File: config.mk
export PLATFORM = sky130hd
export DESIGN_NAME = instr_fetch
export DESIGN_NICKNAME = d
export VERILOG_FILES = /design/src/rtl/instr_fetch.sv
export SDC_FILE = /design/constraint.sdc
export NUM_CORES = 1
export LEC_CHECK = 0
export ABC_CLOCK_PERIOD_IN_PS = 1800
export BUFFER_PORTS_ARGS = -buffer_cell sky130_fd_sc_hd__buf_2
export CORE_ASPECT_RATIO = 2
export CORE_MARGIN = 3
export CORE_UTILIZATION = 49
export DETAILED_ROUTE_END_ITERATION = 8
export PLACE_DENSITY_LB_ADDON = 0.05
export SYNTH_ARGS = -nofsm -noshare
export SYNTH_HDL_FRONTEND = slang
export SYNTH_SLANG_ARGS = --single-unit
File: constraint.sdc
create_clock -name clk -period 1.8 [get_ports clk]
set_input_delay 0.27 -clock clk [delete_from_list [all_inputs] [get_ports clk]]
set_output_delay 0.27 -clock clk [all_outputs]
set_load 0.02 [all_outputs]
File: src/rtl/instr_fetch.sv
// 6502 instruction fetch front end: reads opcode plus 0-2 operand bytes, hands them to the decoder.
// Optional VECTOR_FETCH_EN: load the start PC from the reset vector at FFFC/FFFD instead of RESET_PC.
`ifndef ADDR_WIDTH
`define ADDR_WIDTH 16
`endif
`ifndef REG_WIDTH
`define REG_WIDTH 8
`endif

module instr_fetch #(
  parameter int ADDR_WIDTH = `ADDR_WIDTH,
  parameter int REG_WIDTH  = `REG_WIDTH,
  parameter logic [ADDR_WIDTH-1:0] RESET_PC = ADDR_WIDTH'(16'h8000)
) (
  input  logic                   clk,
  input  logic                   reset,
  output logic [ADDR_WIDTH-1:0]  mem_addr,
  output logic                   mem_rd,
  input  logic [REG_WIDTH-1:0]   mem_rdata,
  input  logic                   mem_valid,
  output logic [REG_WIDTH-1:0]   instruction_out,
  output logic [2*REG_WIDTH-1:0] operand,
  output logic [1:0]             instr_len,
  output logic                   instruction_ready,
  input  logic                   instruction_done,
  input  logic                   pc_load,
  input  logic [ADDR_WIDTH-1:0]  pc_load_value,
  output logic [ADDR_WIDTH-1:0]  pc,
  output logic                   illegal
);

  typedef enum logic [2:0] {
    S_OP,
    S_LO,
    S_HI,
    S_READY,
    S_VEC_LO,
    S_VEC_HI
  } state_t;

`ifdef VECTOR_FETCH_EN
  localparam state_t START_STATE = S_VEC_LO;
  localparam logic [ADDR_WIDTH-1:0] VEC_LO_ADDR = {{(ADDR_WIDTH-2){1'b1}}, 2'b00};
  localparam logic [ADDR_WIDTH-1:0] VEC_HI_ADDR = {{(ADDR_WIDTH-2){1'b1}}, 2'b01};
`else
  localparam state_t START_STATE = S_OP;
`endif

  state_t                   state_q, state_d;
  logic [ADDR_WIDTH-1:0]    pc_q;
  logic [REG_WIDTH-1:0]     opcode_p0;
  logic [2*REG_WIDTH-1:0]   operand_p0;
  logic [1:0]               len_p0;
  logic                     armed_q;
  logic                     fetch_rd;
  logic [ADDR_WIDTH-1:0]    fetch_addr;
  logic                     ready_c;
  logic                     accept;
  logic                     done_take;
`ifdef VECTOR_FETCH_EN
  logic [REG_WIDTH-1:0]     vec_lo_p0;
`endif

  // 6502 instruction length from the cc/bbb fields of the opcode
  function automatic logic [1:0] len_decode(input logic [REG_WIDTH-1:0] op);
    logic [2:0] bbb;
    logic [1:0] len;
    bbb = op[4:2];
    len = 2'd1;
    case (op[1:0])
      2'b01: len = (bbb inside {3'd3, 3'd6, 3'd7}) ? 2'd3 : 2'd2;
      2'b10: begin
        case (bbb)
          3'd3, 3'd7:       len = 2'd3;
          3'd0, 3'd1, 3'd5: len = 2'd2;
          default:          len = 2'd1;
        endcase
      end
      2'b00: begin
        case (bbb)
          3'd3, 3'd7:       len = 2'd3;
          3'd1, 3'd4, 3'd5: len = 2'd2;
          3'd2, 3'd6:       len = 2'd1;
          default: begin
            if (op == REG_WIDTH'(8'h20))
              len = 2'd3;
            else if (op == REG_WIDTH'(8'h00) || op == REG_WIDTH'(8'h40) ||
                     op == REG_WIDTH'(8'h60))
              len = 2'd1;
            else
              len = 2'd2;
          end
        endcase
      end
      default: len = 2'd1;
    endcase
    return len;
  endfunction

  always_ff @(posedge clk) begin
    if (reset)
      state_q <= START_STATE;
    else
      state_q <= state_d;
  end

  always_comb begin
    fetch_rd   = 1'b0;
    fetch_addr = '0;
    ready_c    = 1'b0;
    state_d    = state_q;
    case (state_q)
      S_OP, S_LO, S_HI: begin
        fetch_rd   = 1'b1;
        fetch_addr = pc_q;
      end
`ifdef VECTOR_FETCH_EN
      S_VEC_LO: begin
        fetch_rd   = 1'b1;
        fetch_addr = VEC_LO_ADDR;
      end
      S_VEC_HI: begin
        fetch_rd   = 1'b1;
        fetch_addr = VEC_HI_ADDR;
      end
`endif
      S_READY: ready_c = 1'b1;
      default: ;
    endcase

    accept    = fetch_rd && mem_valid && !reset;
    // done is stale on the first READY cycle, so only honour it once armed
    done_take = (state_q == S_READY) && armed_q && instruction_done;

    case (state_q)
      S_OP:     if (accept) state_d = (len_decode(mem_rdata) >= 2'd2) ? S_LO : S_READY;
      S_LO:     if (accept) state_d = (len_p0 == 2'd3) ? S_HI : S_READY;
      S_HI:     if (accept) state_d = S_READY;
      S_READY:  if (done_take) state_d = S_OP;
`ifdef VECTOR_FETCH_EN
      S_VEC_LO: if (accept) state_d = S_VEC_HI;
      S_VEC_HI: if (accept) state_d = S_OP;
`endif
      default:  state_d = S_OP;
    endcase
  end

  // Fetched instruction fields and program counter
  always_ff @(posedge clk) begin
    if (reset) begin
      pc_q       <= RESET_PC;
      opcode_p0  <= '0;
      operand_p0 <= '0;
      len_p0     <= '0;
      armed_q    <= 1'b0;
`ifdef VECTOR_FETCH_EN
      vec_lo_p0  <= '0;
`endif
    end else begin
      armed_q <= (state_q == S_READY) && (state_d == S_READY);
      case (state_q)
        S_OP: begin
          if (accept) begin
            opcode_p0  <= mem_rdata;
            len_p0     <= len_decode(mem_rdata);
            operand_p0 <= '0;
            pc_q       <= pc_q + ADDR_WIDTH'(1);
          end
        end
        S_LO: begin
          if (accept) begin
            operand_p0[REG_WIDTH-1:0] <= mem_rdata;
            pc_q                      <= pc_q + ADDR_WIDTH'(1);
          end
        end
        S_HI: begin
          if (accept) begin
            operand_p0[2*REG_WIDTH-1:REG_WIDTH] <= mem_rdata;
            pc_q                                <= pc_q + ADDR_WIDTH'(1);
          end
        end
        S_READY: begin
          if (done_take && pc_load)
            pc_q <= pc_load_value;
        end
`ifdef VECTOR_FETCH_EN
        S_VEC_LO: if (accept) vec_lo_p0 <= mem_rdata;
        S_VEC_HI: if (accept) pc_q <= ADDR_WIDTH'({mem_rdata, vec_lo_p0});
`endif
        default: ;
      endcase
    end
  end

  assign mem_rd            = fetch_rd && !reset;
  assign mem_addr          = reset ? '0 : fetch_addr;
  assign instruction_ready = ready_c && !reset;
  assign instruction_out   = opcode_p0;
  assign operand           = operand_p0;
  assign instr_len         = len_p0;
  assign pc                = pc_q;
  assign illegal           = ready_c && !reset && (opcode_p0[1:0] == 2'b11);

endmodule

* After elaboration in Yosys (flattened, before gate mapping)
Index checks and enable logic that the tools add are counted.
Cells by class: add/sub/neg operators 1, $lt $le $gt $ge 1, equality and inequality tests 23, multiplexer cells 26, reduce and logical (&&, ||, !) cells 29
Operators by type and width (count):
- 16-bit two-way mux | 5
- 16-bit case mux with 2 select lines | 1
- 8-bit case mux with 2 select lines | 2
- 16-bit by 1-bit adder with 16-bit output (second input constant) | 1
- 8-bit by 7-bit equality test with 1-bit output (second input constant) | 2
- 3-bit by 2-bit equality test with 1-bit output (second input constant) | 5
- 3-bit equality test (second input constant) | 4
- 3-bit two-way mux | 4
- 2-bit case mux with 3 select lines | 2
- 3-bit case mux with 4 select lines | 1
- 2-bit two-way mux | 5
- 1-bit logical AND | 9
- 3-bit AND reduction | 3
- 3-bit OR reduction | 3
- 8-bit by 6-bit equality test with 1-bit output (second input constant) | 1
- 8-bit zero test | 1
- 8-bit two-way mux | 1
- 2-bit equality test (second input constant) | 3
- 3-bit by 1-bit equality test with 1-bit output (second input constant) | 2
- 3-bit zero test | 2
- 2-bit inequality test (second input constant) | 3
- 2-bit nonzero test | 3
- 1-bit two-way mux | 4
- 2-bit by 1-bit inequality test with 1-bit output (second input constant) | 2
- other kinds (9) | 11
Word-level totals: bits in registers 46, input port bits 29, output and inout bits 61

* Depth between registers and ports, before layout
Gate-level depths: netlist of run 1.
depth after elaboration 15, gate-level depth with buffers 7, depth with buffers taken out 5

* Least setup slack after synthesis of run 1
No wires, ideal clock.
kind reg-to-output, from reg state_q[1], to out mem_addr[10], arrival 1.671 ns, path slack -0.141 ns, stages on the path, launching flop included 7, path buffers 3, path through dfxtp_1 > buf_2 > and2_1 > buf_2 > nor3_1 > clkbuf_1 > and2_1
On the way: word-level cells in the longest chain between the ends 4, elaborated cells between the ends (all ways) 6, those cells by class eq/ne: 2; mux: 2; reduce/logical: 2
RTL lines:
- start: declaration | line 49 | state_t state_q, state_d;
- start signal: assignment | line 104 | state_q <= state_d;
- 3-bit by 2-bit equality test with 1-bit output, or another cell as far along | line 112 | case (state_q)
- 3-bit OR reduction (no source line) (*)
- 16-bit two-way mux (*) | line 112
- 16-bit two-way mux (*) | line 196 | assign mem_addr = reset ? '0 : fetch_addr;
- end: declaration | line 17 | output logic [ADDR_WIDTH-1:0] mem_addr,
Mark *: on every way between the ends. The rest lies on a longest branch, timed or not.

* Final worst setup path of run 1
from reg state_q[1], to out mem_addr[7]
Same word-level chain as after synthesis.

==> results of run 1 <==
[cells by family after synthesis]
| family | count (synthesis) |
|---|---|
| flops | 46 |
| simple gates | 147 |
| other cells | 1 |
| buf+inv | 26 |
| compound gates | 87 |
| fa+ha+maj | 1 |
[how the worst min path moves through the flow]
| stage | from | to |
|---|---|---|
| floorplan | mem_rdata[2] | instruction_out[2] |
| finish | pc_load_value[1] | pc[1] |
| global route | pc_load_value[1] | pc[1] |
| CTS | pc_load_value[1] | pc[1] |
| detailed placement | operand[7] | operand[7] |
| global placement | operand[13] | operand[13] |
[routing by layer]
layer | global-route usage | vias to the layer above
met5 | 0 | -
met4 | 0.130 | 0
met3 | 0.0346 | 25
met2 | 0.517 | 126
met1 | 0.256 | 1284
li1 | - | 1319
[sequential cells by signal (all words and copies together) (netlist names)]
name             flops
instr_len            2
pc                  16
instruction_out      8
operand             16
armed_q              1
state_q              3
[worst register-to-register path, cell delays in order (launching register included)]
cell and delay (ps):
sky130_fd_sc_hd__dfxtp_2 370, sky130_fd_sc_hd__or3b_1 430, sky130_fd_sc_hd__o22a_2 320, sky130_fd_sc_hd__buf_4 180, sky130_fd_sc_hd__o21ai_0 150, sky130_fd_sc_hd__o21ai_0 110
[final cells by class]
cell class | count | area, sq um
clock buffers | 5 | 68.8
well taps | 55 | 68.8
flip-flops and latches | 46 | 927
inverters | 2 | 7.51
multi-input cells | 236 | 1420
fillers | 399 | 1320
clock inverters | 3 | 47.5
repair buffers | 125 | 827
[timing repair]
item / CTS / global route
buffers inserted: 3 / 5
hold buffers: 0 / 0
resized for setup: 51 / 6
cloned: 1 / 0
pin swaps: 4 / 3
endpoints found under the setup margin: 16 / 27
[per-stage QoR]
stage	instance area (sq um)	hold WS, ps	setup TNS (ps)	setup WS [ps]
2_1_floorplan	2400	406	0	6.28
3_3_place_gp	3020	439	0	99.6
3_5_place_dp	3020	443	0	70.2
4_1_cts	3310	217	-911	-73.2
5_1_grt	3360	217	-275	-36.4
6_report	3360	226	0	16.1
[power breakdown]
group	switching, mW	internal [mW]
Clock	0.383	0.424
Combinational	0.141	0.0983
Sequential	0.0109	1.03
[cells in the mapped netlist (3+ instances only)]
cell                       instances
sky130_fd_sc_hd__o21ai_0          15
sky130_fd_sc_hd__nor2b_1           5
sky130_fd_sc_hd__nand2b_1          4
sky130_fd_sc_hd__a21oi_1          40
sky130_fd_sc_hd__nor4_1            3
sky130_fd_sc_hd__dfxtp_1          46
sky130_fd_sc_hd__buf_2             8
sky130_fd_sc_hd__nand3_1          24
sky130_fd_sc_hd__a31oi_1           3
sky130_fd_sc_hd__nor2_1           12
sky130_fd_sc_hd__and4_1            4
sky130_fd_sc_hd__nand3b_1          3
sky130_fd_sc_hd__nor3_1            3
sky130_fd_sc_hd__o21ai_1           4
sky130_fd_sc_hd__nand2_1          42
sky130_fd_sc_hd__clkbuf_1         14
sky130_fd_sc_hd__and2_1           24
sky130_fd_sc_hd__nand4_1           7
==> flow_summary_export.csv, run 1 <==
group,metric,value,unit
worst_setup_path,rr_worst_depth,5,
die,initial_utilization,0.512,
synthesis,dominantRegCellSynth,"sky130_fd_sc_hd__dfxtp_1",
timing,layout_min_cycle_time,1780,ps
global_route,grt.overflow.total,0,
synthesis,synth_simple_gate_area_frac,0.337,
worst_setup_path,timing.critical_path.slowest_cell_delay,340,ps
synthesis,synthesized_area_per_cell,7.78,sq um
layout,most-common-layout-cells,"sky130_fd_sc_hd__buf_2, sky130_fd_sc_hd__dfxtp_1, sky130_fd_sc_hd__nand2_1",
drt,remaining_drc_errors,0,
synthesis,synth_fa_ha_area_frac,0.00522,
power_and_ir_drop,static_leak,1.43,nW
die,die-area,5820,sq um
layout,nets,446,
drt,postRouteWirelength,7620,um
worst_setup_path,worstPathCellList,"and2_4 > buf_6 > nor3_4 > buf_6 > and2_4 > buf_6",
worst_setup_path,timing.critical_path.slowest_stage_cell,"sky130_fd_sc_hd__dfxtp_2",
synthesis,dominant_combinational_cell_family_by_area_after_synthesis,"simple AND/OR/NAND/NOR gates",
global_route,grt.total_usage,0.263,
layout,antennaDiodeCount,0,
global_route,largest_net_degree_at_the_start_of_global_routing,32,
worst_setup_path,critical_path.top_delay_family,"simple AND/OR/NAND/NOR gates",
synthesis,async_flop_share,0,
job,timing.max_cap.violations,0,
drt,via_count,2754,
drt,routed_via_density,5.83,
worst_setup_path,timing.critical_path.to,"mem_addr[7]",
worst_setup_path,reg_to_reg_startpoint,"state_q[2]",
power_and_ir_drop,total_power,2.09,mW
drt,met3RoutedLength,376,um
die,placeableCoreArea,4690,sq um
timing,finalCritPeriodShare,0.991,
synthesis,synth.area.top_cells,"sky130_fd_sc_hd__dfxtp_1, sky130_fd_sc_hd__a21oi_1, sky130_fd_sc_hd__nand2_1",
drt,route.met2.wl,4280,um
die,die_height,105,um
clocking,cts_htree_levels,2,
placement,finalWeightedCongestion,0.869,
timing,report.final.setup_viol,0,
drt,detail_route.iter0.violations,93,
layout,areaGrowthSynthToFinish,40.3,%
worst_hold_path,hold-path-cell-count,3,
clocking,number_of_buffers_created_by_cts,5,
worst_setup_path,critical_path.reg2reg.endpoint,"pc[10]",
worst_setup_path,path_class,"register to output port",
worst_setup_path,path_depth,6,
layout,final_cell_count_no_fill,472,
worst_setup_path,endpoint_kind,"output port",
die,std_cell_rows,35,
drt,antenna_left,0,
worst_setup_path,worst-r2r-setup-slack,130,ps
worst_setup_path,cp.buffers_inverters,3,
global_route,number_of_global_route_vias_before_repair,2721,
synthesis,post_synth_inst_count,308,
worst_setup_path,critical_path_required,1530,ps
synthesis,synth-compound-area-share,0.224,
synthesis,synth_enable_flop_cells,0,
worst_setup_path,cp-startpoint,"state_q[1]",
power_and_ir_drop,highest_ir_drop_seen_on_vdd,811,uV
synthesis,multiplexer_area_fraction_after_synthesis,0,
clocking,clk-insertion-delay-late,300,ps
worst_setup_path,path_max_fanout,8,
global_route,antenna_found_initial,0,
synthesis,ys_ff_latch,46,
global_route,grt_pass1_wl,12600,um
drt,detail_route.wl_per_cell,16.1,um
layout,final_common_cell,"sky130_fd_sc_hd__buf_2",
timing,largest_clock_skew_in_the_final_design,5.97,ps
clocking,tritoncts_num_sinks,46,
timing,count_of_pins_over_their_slew_limit,0,
synthesis,synth.yosys.seq_area_share,0.384,
clocking,cts_tree,"done",
synthesis,yosysWarnings,0,
synthesis,synth_largest_area_cell,"sky130_fd_sc_hd__dfxtp_1",
drt,highest-signal-layer,"met4",
drt,met1Wirelength,2650,um
synthesis,synth_top_area_frac,0.384,
synthesis,post_synth_cell_types,52,
status,run_status,"finished clean",
placement,placement.io_buffers,89,
synthesis,postSynthNetCount,338,
die,die-width,55.5,um
timing,fmax,561,MHz
synthesis,synthXorXnorAreaFrac,0,
drt,drt_pre_antenna_iters,4,
worst_setup_path,worst_path_most_repeated_cell,"sky130_fd_sc_hd__buf_6",
worst_hold_path,holdCritPathClass,"input pin to register",
layout,layout_cell_share_with_drive_strength_beyond_1,0.386,
synthesis,synthesis.area,2400,sq um
placement,final_hpwl_from_detailed_placement,5590,um
clocking,cts-root-buf,"sky130_fd_sc_hd__clkbuf_8",
clocking,clk_pin_slew_worst_paths,90,ps
placement,dp_cells,455,
timing,timing_hold_violations_final,0,
die,floorplan.io_pins,90,
layout,finish.utilization,0.718,
clocking,clock_path_buffers,2,
timing,rsz0062_at_grt,"yes",
power_and_ir_drop,p_per_area,621,nW/um^2
worst_setup_path,worst_ep_arrival_time,1510,ps
worst_setup_path,start_kind,"register",
(Power assumes the default switching activity.)
==> run 2, diff against run 1 <==
--- a/config.mk
+++ b/config.mk
@@ -7,3 +7,3 @@
 export LEC_CHECK = 0
-export ABC_CLOCK_PERIOD_IN_PS = 1800
+export ABC_CLOCK_PERIOD_IN_PS = 2100
 export BUFFER_PORTS_ARGS = -buffer_cell sky130_fd_sc_hd__buf_2
@@ -11,3 +11,3 @@
 export CORE_MARGIN = 3
-export CORE_UTILIZATION = 49
+export CORE_UTILIZATION = 53
 export DETAILED_ROUTE_END_ITERATION = 8
==> constraint.sdc (replaced) <==
create_clock -name clk -period 2.1 [get_ports clk]
set_input_delay 0.315 -clock clk [delete_from_list [all_inputs] [get_ports clk]]
set_output_delay 0.315 -clock clk [all_outputs]
set_load 0.05 [all_outputs]
==> run 2 against run 1 <==
Compared with the run above:
- die area shrank 6.9%
- register-to-register slack better by 100 ps
- clock-buffer cell count grew 1
- routed wire length down 6.7%
- utilization is 1.7 points lower
- sequential share of layout area increased by 2.8 points
- sequential power fell by 14%
- critical path type unchanged
- critical endpoint is now mem_addr[0]
==> flow_summary_export.csv, run 2 (synthesis results as in run 1) <==
group,metric,value,unit
status,run_status,"finished clean",
worst_hold_path,min_to,"pc[1]",
worst_setup_path,cp-startpoint,"state_q[0]",
die,die-width,53.6,um
drt,remaining_drc_errors,0,
worst_setup_path,worst-r2r-setup-slack,230,ps
worst_setup_path,timing.critical_path.slowest_stage_cell,"sky130_fd_sc_hd__dfxtp_2",
worst_setup_path,critical_path.reg2reg.endpoint,"pc[0]",
clocking,tritoncts_num_sinks,46,
clocking,cts_setup_buffers,0,
timing,final_critical_path_setup_slack,120,ps
timing,layout_min_cycle_time,1980,ps
global_route,antenna_found_initial,0,
power_and_ir_drop,static_leak,1.27,nW
layout,finish.utilization,0.701,
clocking,clk_pin_slew_worst_paths,90,ps
die,initial_utilization,0.552,
drt,drt_pre_antenna_iters,5,
drt,detail_route.iter0.violations,101,
die,die-area,5410,sq um
drt,routed_via_density,5.86,
timing,report.final.setup_viol,0,
worst_setup_path,path_max_fanout,15,
timing,timing_hold_violations_final,0,
worst_hold_path,hold-path-cell-count,3,
job,timing.max_cap.violations,0,
placement,final_hpwl_from_detailed_placement,5390,um
layout,stdcell_area,3040,sq um
timing,max_slew.worst_pin.slew,552,ps
worst_setup_path,endpoint_kind,"output port",
placement,finalWeightedCongestion,0.841,
power_and_ir_drop,highest_ir_drop_seen_on_vdd,511,uV
placement,dp_worst_setup_slack,274,ps
layout,antennaDiodeCount,0,
die,die_height,101,um
worst_setup_path,path_class,"register to output port",
worst_setup_path,timing.critical_path.slowest_cell_delay,370,ps
drt,detail_route.wl_per_cell,15.8,um
timing,largest_clock_skew_in_the_final_design,4.92,ps
layout,nets,424,
drt,antenna_left,0,
global_route,number_of_global_route_vias_before_repair,2492,
clocking,cts-root-buf,"sky130_fd_sc_hd__clkbuf_8",
clocking,clk-insertion-delay-late,300,ps
global_route,grt_pass1_wl,11500,um
worst_hold_path,holdCritStartpoint,"pc_load_value[1]",
clocking,cts_htree_levels,2,
timing,finalCritPeriodShare,0.943,
clocking,clock_path_buffers,2,
drt,postRouteWirelength,7100,um
placement,dpl_cell_area,2940,sq um
worst_setup_path,start_kind,"register",
layout,most-common-layout-cells,"sky130_fd_sc_hd__buf_2, sky130_fd_sc_hd__dfxtp_1, sky130_fd_sc_hd__nand2_1",
timing,count_of_pins_over_their_slew_limit,0,
worst_setup_path,worstPathCellList,"and2_2 > nor3_1 > buf_4 > and2_1 > buf_2",
timing,maxSlewHeadroom,0.631,
placement,placement.io_buffers,89,
die,std_cell_rows,34,
layout,areaGrowthSynthToFinish,26.8,%
layout,layout_cell_share_with_drive_strength_beyond_1,0.327,
worst_setup_path,reg_to_reg_startpoint,"state_q[2]",
clocking,number_of_buffers_created_by_cts,5,
power_and_ir_drop,p_per_area,538,nW/um^2
worst_hold_path,holdCritPathClass,"input pin to register",
worst_setup_path,worst_ep_arrival_time,1670,ps
global_route,grt.overflow.total,0,
die,placeableCoreArea,4340,sq um
worst_setup_path,critical_path_required,1780,ps
clocking,cts_tree,"done",
layout,final_common_cell,"sky130_fd_sc_hd__buf_2",
die,floorplan.io_pins,90,
global_route,grt.total_usage,0.285,
worst_setup_path,rr_worst_depth,4,
drt,via_count,2629,
power_and_ir_drop,total_power,1.63,mW
global_route,largest_net_degree_at_the_start_of_global_routing,34,
timing,fmax,505,MHz
-- run 2: final cells by class --
| cell class | instances | area, sq um |
|---|---|---|
| flip-flops and latches | 46 | 922 |
| repair buffers | 103 | 571 |
| fillers | 442 | 1300 |
| multi-input cells | 236 | 1390 |
| inverters | 2 | 7.51 |
| clock buffers | 6 | 72.6 |
| clock inverters | 2 | 13.8 |
| well taps | 54 | 67.6 |
-- run 2: metrics by stage --
stage,cells,setup TNS [ps],hold slack (ps)
floorplan,308,0,451
global placement,441,0,437
detailed placement,441,0,442
CTS,449,0,271
global route,449,-7.74,291
finish,449,0,277
-- run 2: repair_timing --
item | in CTS | in global routing
endpoints found under the setup margin | 11 | 15
hold buffers | 0 | 0
pin swaps | 0 | 0
gates resized for setup | 1 | 4
cloned | 0 | 0
-- run 2: per-layer routing --
metal	GRT usage	vias up	share of wire	routed length, um
met5	0	-	0	0
met2	0.517	113	0.56	4000
li1	-	1281	-	-
met3	0.0444	28	0.056	398
met4	0.179	0	0.051	364
met1	0.284	1207	0.33	2340
-- run 2: how the worst max path moves through the flow --
stage / end / slack, ps / cells past startpoint
after detailed placement: pc[0] / 270 / 5
after global routing: mem_addr[5] / -4 / 5
after global placement: pc[0] / 290 / 5
after CTS: mem_addr[5] / 40 / 5
final: mem_addr[0] / 120 / 5
after floorplan: mem_addr[13] / 0.7 / 2
-- run 2: report_power, final --
group | internal [mW] | switching (mW)
combinational | 0.0645 | 0.139
sequential | 0.885 | 0.0136
clock | 0.235 | 0.298
-- run 2: critical path, delay by kind of cell, from the launching register on --
family                 cells  cell delay (ps)
buffers and inverters      2              460
flip-flops                 1              370
AND/OR/NAND/NOR            3              540
